<file path="src/rtl/burst_sched.sv">
// burst_sched: burst-mode scheduler for a resonant power stage.
// Splits clk into timing ticks, then drives repeated bursts of gen_en
// from a programmable on-time and period. On-time is capped at MAX_ON
// ticks and off-time is floored at MIN_OFF ticks. An overcurrent fault
// forces a lockout of LOCK_TICKS fault-free ticks.
//
// Ports
//   clk, rst             system clock, synchronous active-high reset
//   cfg_valid            load pulse for cfg_on / cfg_per into pending regs
//   cfg_on, cfg_per      requested on-time and burst period, in ticks
//   arm                  level enable
//   fault                level overcurrent indication
//   gen_en               registered enable to the resonant generator
//   burst_start          one-cycle pulse on the first cycle of each burst
//   state                current state (0 IDLE, 1 ON, 2 OFF, 3 LOCK)
//   fault_cnt            count of lockout entries, saturating at 255
module burst_sched #(
  parameter int unsigned TICK_DIV   = 50,
  parameter int unsigned W          = 16,
  parameter int unsigned MAX_ON     = 200,
  parameter int unsigned MIN_OFF    = 500,
  parameter int unsigned LOCK_TICKS = 10000
) (
  input  logic         clk,
  input  logic         rst,
  input  logic         cfg_valid,
  input  logic [W-1:0] cfg_on,
  input  logic [W-1:0] cfg_per,
  input  logic         arm,
  input  logic         fault,
  output logic         gen_en,
  output logic         burst_start,
  output logic [1:0]   state,
  output logic [7:0]   fault_cnt
);

  localparam int unsigned   PW        = (TICK_DIV > 1) ? $clog2(TICK_DIV) : 1;
  localparam logic [PW-1:0] PRE_LAST  = PW'(TICK_DIV - 1);
  localparam logic [W-1:0]  MAX_ON_W  = W'(MAX_ON);
  localparam logic [W-1:0]  MIN_OFF_W = W'(MIN_OFF);
  localparam logic [W-1:0]  LOCK_LAST = W'(LOCK_TICKS - 1);

  typedef enum logic [1:0] {
    S_IDLE = 2'd0,
    S_ON   = 2'd1,
    S_OFF  = 2'd2,
    S_LOCK = 2'd3
  } state_t;

  state_t        cur, nxt;
  logic [PW-1:0] pre;
  logic          tick;
  logic [W-1:0]  cnt, cnt_n;
  logic [W-1:0]  pend_on, pend_per, act_on, act_per;
  logic [W-1:0]  on_eff, off_eff, on_last, off_last;
  logic [W:0]    off_diff;
  logic          pend_ok, load, fault_hit, gen_en_n, burst_start_n;

  assign tick    = (pre == PRE_LAST);
  assign pend_ok = (pend_on != '0) && (pend_per != '0);
  assign state   = cur;

  // Off-time is period minus capped on-time; the extra bit catches a
  // period shorter than the on-time, which falls back to MIN_OFF.
  assign on_eff   = (act_on > MAX_ON_W) ? MAX_ON_W : act_on;
  assign off_diff = {1'b0, act_per} - {1'b0, on_eff};
  assign off_eff  = (off_diff[W] || (off_diff[W-1:0] < MIN_OFF_W)) ? MIN_OFF_W
                                                                   : off_diff[W-1:0];
  assign on_last  = on_eff - W'(1);
  assign off_last = off_eff - W'(1);

  always_comb begin
    nxt       = cur;
    cnt_n     = cnt;
    load      = 1'b0;
    fault_hit = 1'b0;
    if (fault && (cur != S_LOCK)) begin
      nxt       = S_LOCK;
      cnt_n     = '0;
      fault_hit = 1'b1;
    end else begin
      case (cur)
        S_IDLE: begin
          if (tick && arm && pend_ok) begin
            nxt   = S_ON;
            load  = 1'b1;
            cnt_n = '0;
          end
        end
        S_ON: begin
          if (!arm) begin
            nxt   = S_IDLE;
            cnt_n = '0;
          end else if (tick) begin
            if (cnt == on_last) begin
              nxt   = S_OFF;
              cnt_n = '0;
            end else begin
              cnt_n = cnt + W'(1);
            end
          end
        end
        S_OFF: begin
          if (!arm) begin
            nxt   = S_IDLE;
            cnt_n = '0;
          end else if (tick) begin
            if (cnt == off_last) begin
              cnt_n = '0;
              load  = pend_ok;
              nxt   = pend_ok ? S_ON : S_IDLE;
            end else begin
              cnt_n = cnt + W'(1);
            end
          end
        end
        S_LOCK: begin
          // Lockout time only accrues while the fault is clear.
          if (fault) begin
            cnt_n = '0;
          end else if (tick) begin
            if (cnt == LOCK_LAST) begin
              nxt   = S_IDLE;
              cnt_n = '0;
            end else begin
              cnt_n = cnt + W'(1);
            end
          end
        end
        default: ;
      endcase
    end
    // Outputs are registered from the next state so they line up with state.
    gen_en_n      = (nxt == S_ON);
    burst_start_n = (nxt == S_ON) && (cur != S_ON);
  end

  always_ff @(posedge clk) begin
    if (rst) begin
      cur         <= S_IDLE;
      pre         <= '0;
      cnt         <= '0;
      pend_on     <= '0;
      pend_per    <= '0;
      act_on      <= '0;
      act_per     <= '0;
      gen_en      <= 1'b0;
      burst_start <= 1'b0;
      fault_cnt   <= '0;
    end else begin
      cur         <= nxt;
      cnt         <= cnt_n;
      pre         <= tick ? '0 : pre + PW'(1);
      gen_en      <= gen_en_n;
      burst_start <= burst_start_n;
      if (load) begin
        act_on  <= pend_on;
        act_per <= pend_per;
      end
      if (cfg_valid) begin
        pend_on  <= cfg_on;
        pend_per <= cfg_per;
      end
      if (fault_hit && (fault_cnt != 8'hFF)) begin
        fault_cnt <= fault_cnt + 8'd1;
      end
    end
  end

endmodule
</file>
<file path="config.mk">
export PLATFORM = sky130hd
export DESIGN_NAME = burst_sched
export DESIGN_NICKNAME = d
export VERILOG_FILES = /design/src/rtl/burst_sched.sv
export SDC_FILE = /design/constraint.sdc
export NUM_CORES = 1
export LEC_CHECK = 0
export CAP_MARGIN = 0
export CELL_PAD_IN_SITES_DETAIL_PLACEMENT = 1
export CELL_PAD_IN_SITES_GLOBAL_PLACEMENT = 1
export CORE_MARGIN = 5
export CORE_UTILIZATION = 35
export DETAILED_ROUTE_END_ITERATION = 8
export GPL_TIMING_DRIVEN = 0
export PLACE_DENSITY = 0.75
export SLEW_MARGIN = 20
export SYNTH_ARGS = -nofsm -noshare
export SYNTH_HDL_FRONTEND = slang
export SYNTH_SLANG_ARGS = --single-unit
</file>
<file path="constraint.sdc">
create_clock -name clk -period 23.1 [get_ports clk]
set_input_delay 4.62 -clock clk [delete_from_list [all_inputs] [get_ports clk]]
set_output_delay 4.62 -clock clk [all_outputs]
set_load 0.1 [all_outputs]
</file>
# Word-level counts from Yosys, hierarchy flattened

Cells that the tools add are included.

Add/sub/neg operators: 6
$mul: 0
Divide/modulo/power cells: 0
Magnitude comparators: 2
Equal/unequal tests: 15
Shifts and indexed selects: 0
Muxes and demuxes: 33
Bitwise gates (word level): 0
Reduce and logical (&&, ||, !) cells: 13

Operators with widths:

| kind                                                           | number |
|---|---|
| two-way mux 16 bit                                             | 12 |
| case mux 16 bit (4 select lines)                               | 1 |
| == test 16 bit                                                 | 2 |
| nonzero test 16 bit                                            | 2 |
| subtractor 16 x 1 -> 16 bit, second input constant             | 2 |
| two-way mux 2 bit                                              | 11 |
| subtractor 16 x 16 -> 17 bit                                   | 1 |
| adder 16 x 1 -> 16 bit, second input constant                  | 1 |
| == test 16 x 14 -> 1 bit, second input constant                | 1 |
| greater-than comparator 16 x 8 -> 1 bit, second input constant | 1 |
| < comparator 16 x 9 -> 1 bit, second input constant            | 1 |
| inequality test 3 bit, second input constant                   | 3 |
| adder 8 x 1 -> 8 bit, second input constant                    | 1 |
| inequality test 8 bit, second input constant                   | 1 |
| case mux 2 bit (4 select lines)                                | 1 |
| two-way mux 1 bit                                              | 7 |
| adder 6 x 1 -> 6 bit, second input constant                    | 1 |
| == test 6 bit, second input constant                           | 1 |
| logical AND 1 bit                                              | 6 |
| == test 2 x 1 -> 1 bit, second input constant                  | 2 |
| == test 2 bit, second input constant                           | 2 |
| inequality test 2 bit, second input constant                   | 2 |
| AND reduction 4 bit                                            | 1 |
| OR reduction 2 bit                                             | 2 |
| other kinds (4)                                                | 4 |

Register bits after elaboration: 98
Bits in latches: 0
RAM bits: 0
Bits in read-only memories: 0
Input bits: 37
Output and inout bits: 12
Memories: 0

# Depth between registers and ports, before layout

Gate-level depths: netlist of run 1.

Word-level depth: 15
Mapped depth: 34

# Least setup slack after synthesis of run 1

No wires, ideal clock.

Kind: register to register
From: register act_on[11]
To: register act_on[0]
Arrival time: 7.526 ns
Slack: 15.502 ns
Cell stages (with the launch flop): 34
Cells stage by stage: dfxtp_1 > or4_4 > buf_6 > or2_2 > a31oi_1 > nand2_1 > inv_1 > ha_1 > inv_1 > fa_1 > a21o_1 > nand4_1 > a22o_1 > a31oi_1 > xnor2_1 > nor3_1 > or4_4 > nor3_2 > nor2_1 > nand2_1 > ha_1 > nand2_1 > nor4b_1 > and2_1 > nand2_1 > xor2_1 > or3_1 > a211oi_1 > o22ai_2 > nor3_4 > nand3_4 > a211oi_4 > buf_8 > mux2i_1

Cells in the longest elaborated chain, start to end: 13

Ends and longest elaborated chain:

| element                                 | line | text |
|---|---|---|
| start, declared                         | 54   | `logic [W-1:0] pend_on, pend_per, act_on, act_per;` |
| start signal, assigned                  | 157  | `act_on <= pend_on;` |
| greater-than comparator 16 x 8 -> 1 bit | 65   | `assign on_eff = (act_on > MAX_ON_W) ? MAX_ON_W : act_on;` |
| two-way mux 16 bit (*)                  | 65   |  |
| subtractor 16 x 16 -> 17 bit (*)        | 66   | `assign off_diff = {1'b0, act_per} - {1'b0, on_eff};` |
| < comparator 16 x 9 -> 1 bit            | 67   | `assign off_eff = (off_diff[W] \|\| (off_diff[W-1:0] < MIN_OFF_W)) ? MIN_OFF_W` |
| logical OR 1 bit                        | 67   |  |
| two-way mux 16 bit (*)                  | 67   |  |
| subtractor 16 x 1 -> 16 bit (*)         | 70   | `assign off_last = off_eff - W'(1);` |
| == test 16 bit (*)                      | 108  | `if (cnt == off_last) begin` |
| two-way mux 1 bit (*)                   | 108  |  |
| two-way mux 1 bit (*)                   | 107  | `end else if (tick) begin` |
| two-way mux 1 bit (*)                   | 104  | `if (!arm) begin` |
| case mux 1 bit (2 select lines) (*)     | 82   | `case (cur)` |
| two-way mux 1 bit (*)                   | 77   | `if (fault && (cur != S_LOCK)) begin` |

Every way passes the cells marked *; elsewhere a longest branch is shown, timed or not.
A chain may end at the register's enable or synchronous reset.

# Final worst setup path of run 1

From: register act_on[15]
To: register act_per[2]

Cells in the longest elaborated chain, start to end: 13

Ends and longest elaborated chain:

| element                                 | line | text |
|---|---|---|
| greater-than comparator 16 x 8 -> 1 bit | 65   |  |
| two-way mux 16 bit (*)                  | 65   |  |
| subtractor 16 x 16 -> 17 bit (*)        | 66   |  |
| < comparator 16 x 9 -> 1 bit            | 67   |  |
| logical OR 1 bit                        | 67   |  |
| two-way mux 16 bit (*)                  | 67   |  |
| subtractor 16 x 1 -> 16 bit (*)         | 70   |  |
| == test 16 bit (*)                      | 108  |  |
| two-way mux 1 bit (*)                   | 108  |  |
| two-way mux 1 bit (*)                   | 107  |  |
| two-way mux 1 bit (*)                   | 104  |  |
| case mux 1 bit (2 select lines) (*)     | 82   |  |
| two-way mux 1 bit (*)                   | 77   |  |
| end signal, assigned                    | 158  | `act_per <= pend_per;` |
| end, declared                           | 54   |  |

Marks and branches as above.

==> flow_metrics.tcl, run 1 <==
set metrics [dict create \
    status "finished, final reports clean" \
    finalNetCount 934 \
    finalWeightedCongestion 0.829 \
    layout-drive-gt1-share_pct 8.17 \
    coreArea_mm2 0.0193 \
    dieWidth_um 149 \
    clock_sinks 98 \
    cts_tree "built" \
    hold_viol 0 \
    postCtsHoldBufs 0 \
    yosys.area.top_type "dfxtp_1" \
    grt_pass1_wl_um 31900 \
    syn2layout_area_growth_pct 16.3 \
    antenna_found_initial 0 \
    cts-root-buf "clkbuf_16" \
    grt-ovfl-total 0 \
    num_rows 51 \
    arrival_ps 9460 \
    critPathCaptureType "register" \
    clk_latency_ps 360 \
    yosysSeqAreaShare_pct 28.9 \
    critPathBufInv 2 \
    rsz0062_at_grt "false" \
    period_needed_ps 9180 \
    ys_ff_latch 98 \
    finalWirelength_um 19000 \
    post_drt_wl_per_cell_um 16.6 \
    syn_area_per_cell_um2 8.37 \
    worst-slew-pin-transition_ps 985 \
    fin_setup_tns_ps 0 \
    max_stage_delay_ps 560 \
    slew_headroom_pct 34.1 \
    setup_viol 0 \
    crit_path_top_delay_cell "a31oi_1" \
    fmax_mhz 109 \
    drt_first_pass_iters 4 \
    critPathKind "register to register" \
    grt_max_degree 18 \
    cp_data_required_time_ps 23380 \
    synth_area_mm2 0.00679 \
    dpl-instance-area_mm2 0.00761 \
    max-vdd-ir-drop_uv 43.6 \
    post_cts_resized 0 \
    start_util_pct 35.2 \
    yosys.cell_types.count 84 \
    fin_util_pct 41.0 \
    power.density_mw_per_mm2 47.0 \
    num_vias 6070 \
    yosys_warnings 0 \
    leakagePower_nw 3.01 \
    cpLargestDelayFamily "simple AND/OR/NAND/NOR gates" \
    hold_class "register to register" \
    h-tree-depth 3 \
    grt_pass1_vias 6182 \
    critPathLaunchType "register" \
    grt_use_total_pct 17.5 \
    worst-path-max-fanout 10 \
    cts_setup_buffers 0 \
    final_cell_area_mm2 0.00790 \
    cp_common_cell "nand2_1" \
    ios 49 \
    synth_edf_count 0 \
    final_cell_mix "98 x dfxtp_1, 76 x nand2b_1, 72 x mux2i_1" \
    dp.final_hpwl_um 14900 \
    fillers 2376 \
    clkSlewWorstSetupHoldPaths_ps 70 \
    cap_violations 0 \
    clockBufferDepth 2 \
    die-area_mm2 0.0223 \
    viasPerCell 5.30 \
    die_y_um 149 \
    synth_top_area_share_pct 28.9 \
    synthCells 812 \
    slew_viol_final 0 \
    async_reset_ff_share_pct 0 \
    cts_buffers 9 \
    drt-initial-drc-count 212 \
    synth-main-ff-cell "dfxtp_1" \
    detail-route-antenna-nets 0 \
    final_common_cell "dfxtp_1" \
    drc 0 \
    io_buffers 46 \
    synth_area_leaders "dfxtp_1 29%, mux2i_1 11%, nand2b_1 7.0%" \
    antenna_cells 0 \
    fin_crit_sh_pct 39.7 \
    skew_ps 12.4 \
]
-- worst paths after layout --
check             startpoint    endpoint  slack (ps)  depth (start not counted)
hold / removal    act_on[10]  act_on[10]         480                          2
setup reg to reg  act_on[15]  act_per[2]       13920                         30
hold reg to reg   act_on[10]  act_on[10]         480                          2
setup / recovery  act_on[15]  act_per[2]       13920                         30
-- per-stage QoR --
step | hold WS (ps) | cells | setup WS (ps) | power, mW
after floorplan | 443 | 819 | 15500 | 0.211
after global routing | 504 | 1146 | 13060 | 0.388
after global placement | 458 | 1130 | 14110 | 0.226
final | 477 | 1146 | 13920 | 0.372
after CTS | 478 | 1146 | 13850 | 0.377
after detailed placement | 466 | 1130 | 13910 | 0.227
-- worst register-to-register path, delay by kind of cell, from the launching register on --
family	cells	cell delay (ps)
AOI/OAI and AO/OA	6	1990
xor gates and xnor gates	2	680
adders and majority gates	3	900
buffers and inverters	2	450
DFF	1	310
muxes	1	220
and+or+nand+nor	16	4530
-- report_power, final --
part           switching (mW)  internal (mW)
combinational          0.0263         0.0194
clock                  0.0709         0.0772
sequential            0.00436          0.173
total                   0.102          0.270
-- cell type report --
class                   count  area, µm²  share of cell area (%)
plain buffers              50        269                    3.40
repair buffers             46        460                    5.83
inverters                  24       90.1                    1.14
well taps                 265        332                    4.20
clock inverters             6       46.3                   0.586
multi-input cells         647       4500                    57.0
flip-flops and latches     98       1960                    24.8
clock buffers              10        239                    3.02
-- synth_stat cells, types with 9 or more instances --
master    count
dfxtp_1      98
nand2b_1     76
mux2i_1      72
nor2_1       70
nand2_1      48
a21oi_1      32
xnor2_1      29
clkbuf_1     28
a31oi_1      23
inv_1        22
nor3_1       21
o21ai_0      21
ha_1         20
nand3_1      20
xor2_1       20
and3_1       16
nand4_1      15
nor4_1       15
buf_2        11
or3_1         9
-- per-layer routing --
metal | vias up | GRT usage [%] | routed length (µm)
li1 | 3047 | - | -
met1 | 2936 | 22.3 | 8890
met2 | 70 | 31.1 | 9270
met3 | 17 | 2.73 | 612
met4 | 0 | 4.21 | 224
met5 | - | 0 | 0
-- sequential cells by signal, summed over array words and instances, names as in the netlist --
signal and count:
act_on 16, act_per 16, cnt 16, pend_on 16
pend_per 16, fault_cnt 8, pre 6, state 2
burst_start 1, gen_en 1
-- cell families after synthesis --
| logic type | Yosys count | synth area share [%] |
|---|---|---|
| AO/OA/AOI/OAI | 158 | 16.9 |
| XOR/XNOR | 49 | 6.32 |
| adder cells (fa/ha/maj) | 22 | 4.13 |
| buffers and inverters | 74 | 5.29 |
| flip-flops | 98 | 28.9 |
| multiplexers | 73 | 10.8 |
| other | 1 | 0.0552 |
| AND/OR/NAND/NOR | 337 | 27.6 |
(Power assumes the default switching activity.)
==> run 2, diff against run 1 <==
--- a/config.mk
+++ b/config.mk
@@ -12,7 +12,7 @@
 export CORE_UTILIZATION = 35
 export DETAILED_ROUTE_END_ITERATION = 8
 export GPL_TIMING_DRIVEN = 0
-export PLACE_DENSITY = 0.75
+export PLACE_DENSITY = 0.78
 export SLEW_MARGIN = 20
 export SYNTH_ARGS = -nofsm -noshare
 export SYNTH_HDL_FRONTEND = slang
==> constraint.sdc (replaced) <==
create_clock -name clk -period 8.1 [get_ports clk]
set_input_delay 1.62 -clock clk [delete_from_list [all_inputs] [get_ports clk]]
set_output_delay 1.62 -clock clk [all_outputs]
set_load 0.1 [all_outputs]
==> flow_metrics.tcl, run 2 (synthesis gave the netlist of run 1 again) <==
set metrics [dict create \
    hold_viol 0 \
    final_common_cell "dfxtp_1" \
    status "finished, final reports clean" \
    p_sw_mw 0.285 \
    slew_headroom_pct 35.1 \
    leakagePower_nw 3.15 \
    power_mw 1.12 \
    cap_violations 0 \
    crit_path_top_delay_cell "or4_1" \
    num_vias 6204 \
    grt-ovfl-total 0 \
    finalWirelength_um 19700 \
    drt_first_pass_iters 7 \
    grt_pass1_vias 6453 \
    clk_latency_ps 360 \
    hold_class "register to register" \
    io_buffers 46 \
    hold_ws_ps 480 \
    num_rows 51 \
    detail-route-antenna-nets 0 \
    fin_setup_tns_ps 0 \
    worst-path-max-fanout 10 \
    start_util_pct 35.2 \
    fillers 2327 \
    seqCellArea_mm2 0.00196 \
    switching_share_pct 25.5 \
    layout-drive-gt1-share_pct 11.2 \
    power.density_mw_per_mm2 136 \
    fin_crit_sh_pct 96.3 \
    pwr-share-comb_pct 12.1 \
    cp_data_required_time_ps 8310 \
    fin_cells 1157 \
    period_needed_ps 7800 \
    syn2layout_area_growth_pct 20.7 \
    critical_path.startpoint "act_on[15]" \
    clock_sinks 98 \
    grt_pass1_wl_um 32800 \
    clockBufferDepth 2 \
    fmax_mhz 128 \
    postCtsHoldBufs 0 \
    clkPwrFrac_pct 42.5 \
    finalWeightedCongestion 0.845 \
    arrival_ps 8020 \
    setup_viol 0 \
    worst-slew-pin-transition_ps 971 \
    place_inst 1130 \
    cts_buffers 9 \
    worstReg2RegStart "act_on[15]" \
    critPathCaptureType "register" \
    viasPerCell 5.36 \
    post_drt_wl_per_cell_um 17.0 \
    dpl-instance-area_mm2 0.00762 \
    fin_ws_ps 299 \
    seq_power_share_pct 45.4 \
    place_ws_ps -1110 \
    cp_common_cell "nand2_1" \
    max_stage_delay_ps 510 \
    critPathKind "register to register" \
    grt_use_total_pct 18.0 \
    final_cell_area_mm2 0.00820 \
    antenna_found_initial 0 \
    skew_ps 5.76 \
    dieWidth_um 149 \
    finalNetCount 946 \
    grt_max_degree 17 \
    multi_input_area_mm2 0.00466 \
    final_cell_mix "98 x dfxtp_1, 76 x nand2b_1, 72 x mux2i_1" \
    die_y_um 149 \
    intPower_mw 0.832 \
    ios 49 \
    min_from "act_on[9]" \
    cts-root-buf "clkbuf_16" \
    coreArea_mm2 0.0193 \
    die-area_mm2 0.0223 \
    slew_viol_final 0 \
    fin_util_pct 42.5 \
    drt-initial-drc-count 305 \
    drc 0 \
    antenna_cells 0 \
    cts_tree "built" \
    h-tree-depth 3 \
    max-vdd-ir-drop_uv 92.0 \
    clkSlewWorstSetupHoldPaths_ps 70 \
    dp.final_hpwl_um 14900 \
    critPathLaunchType "register" \
]
-- run 2: cell count changes in the layout (fill, tap and decap cells not counted), sizes merged --
cell and delta:
bufinv +2, inv -2, clkinvlp -1, buf +12
-- run 2: repair_timing --
item / in CTS / in global routing
gates resized for setup: 13 / 13
setup buffers: 4 / 8
pin swaps: 3 / 7
endpoints found under the setup margin: 52 / 48
endpoints found under the hold margin: 0 / 0
-- run 2: final cells by class --
type,count,area share (%)
well taps,265,4.04
clock inverters,5,1.05
flip-flops and latches,98,23.9
repair buffers,58,6.87
multi-input cells,647,56.8
inverters,24,1.10
plain buffers,50,3.28
clock buffers,10,2.92
-- run 2: final timing paths --
kind / to / slack (ps) / cells after the start
setup / recovery: cnt[7] / 300 / 33
setup reg to reg: cnt[7] / 300 / 33
hold / removal: act_on[9] / 480 / 2
hold reg to reg: act_on[9] / 480 / 2
-- run 2: power groups by stage --
stage	clock (mW)	sequential (mW)	combinational [mW]
final	0.474	0.507	0.135
after global routing	0.502	0.509	0.148
after CTS	0.485	0.507	0.133
after detailed placement	0	0.518	0.130
after global placement	0	0.517	0.128
after floorplan	0	0.529	0.0731
-- run 2: worst max-delay path: cells and delay by family (launching register included) --
family,cells,cell delay (ps)
buffers and inverters,5,910
AO/OA/AOI/OAI,10,1810
AND/OR/NAND/NOR,14,3540
XOR/XNOR,1,180
adder cells (fa/ha/maj),3,860
flip-flops,1,320
-- run 2: per-layer routing --
layer	GRT usage, %	vias up	routed length [µm]
met3	2.46	20	580
met5	0	-	0
met4	5.54	0	311
met1	22.4	3026	8940
met2	32.2	95	9880
li1	-	3063	-
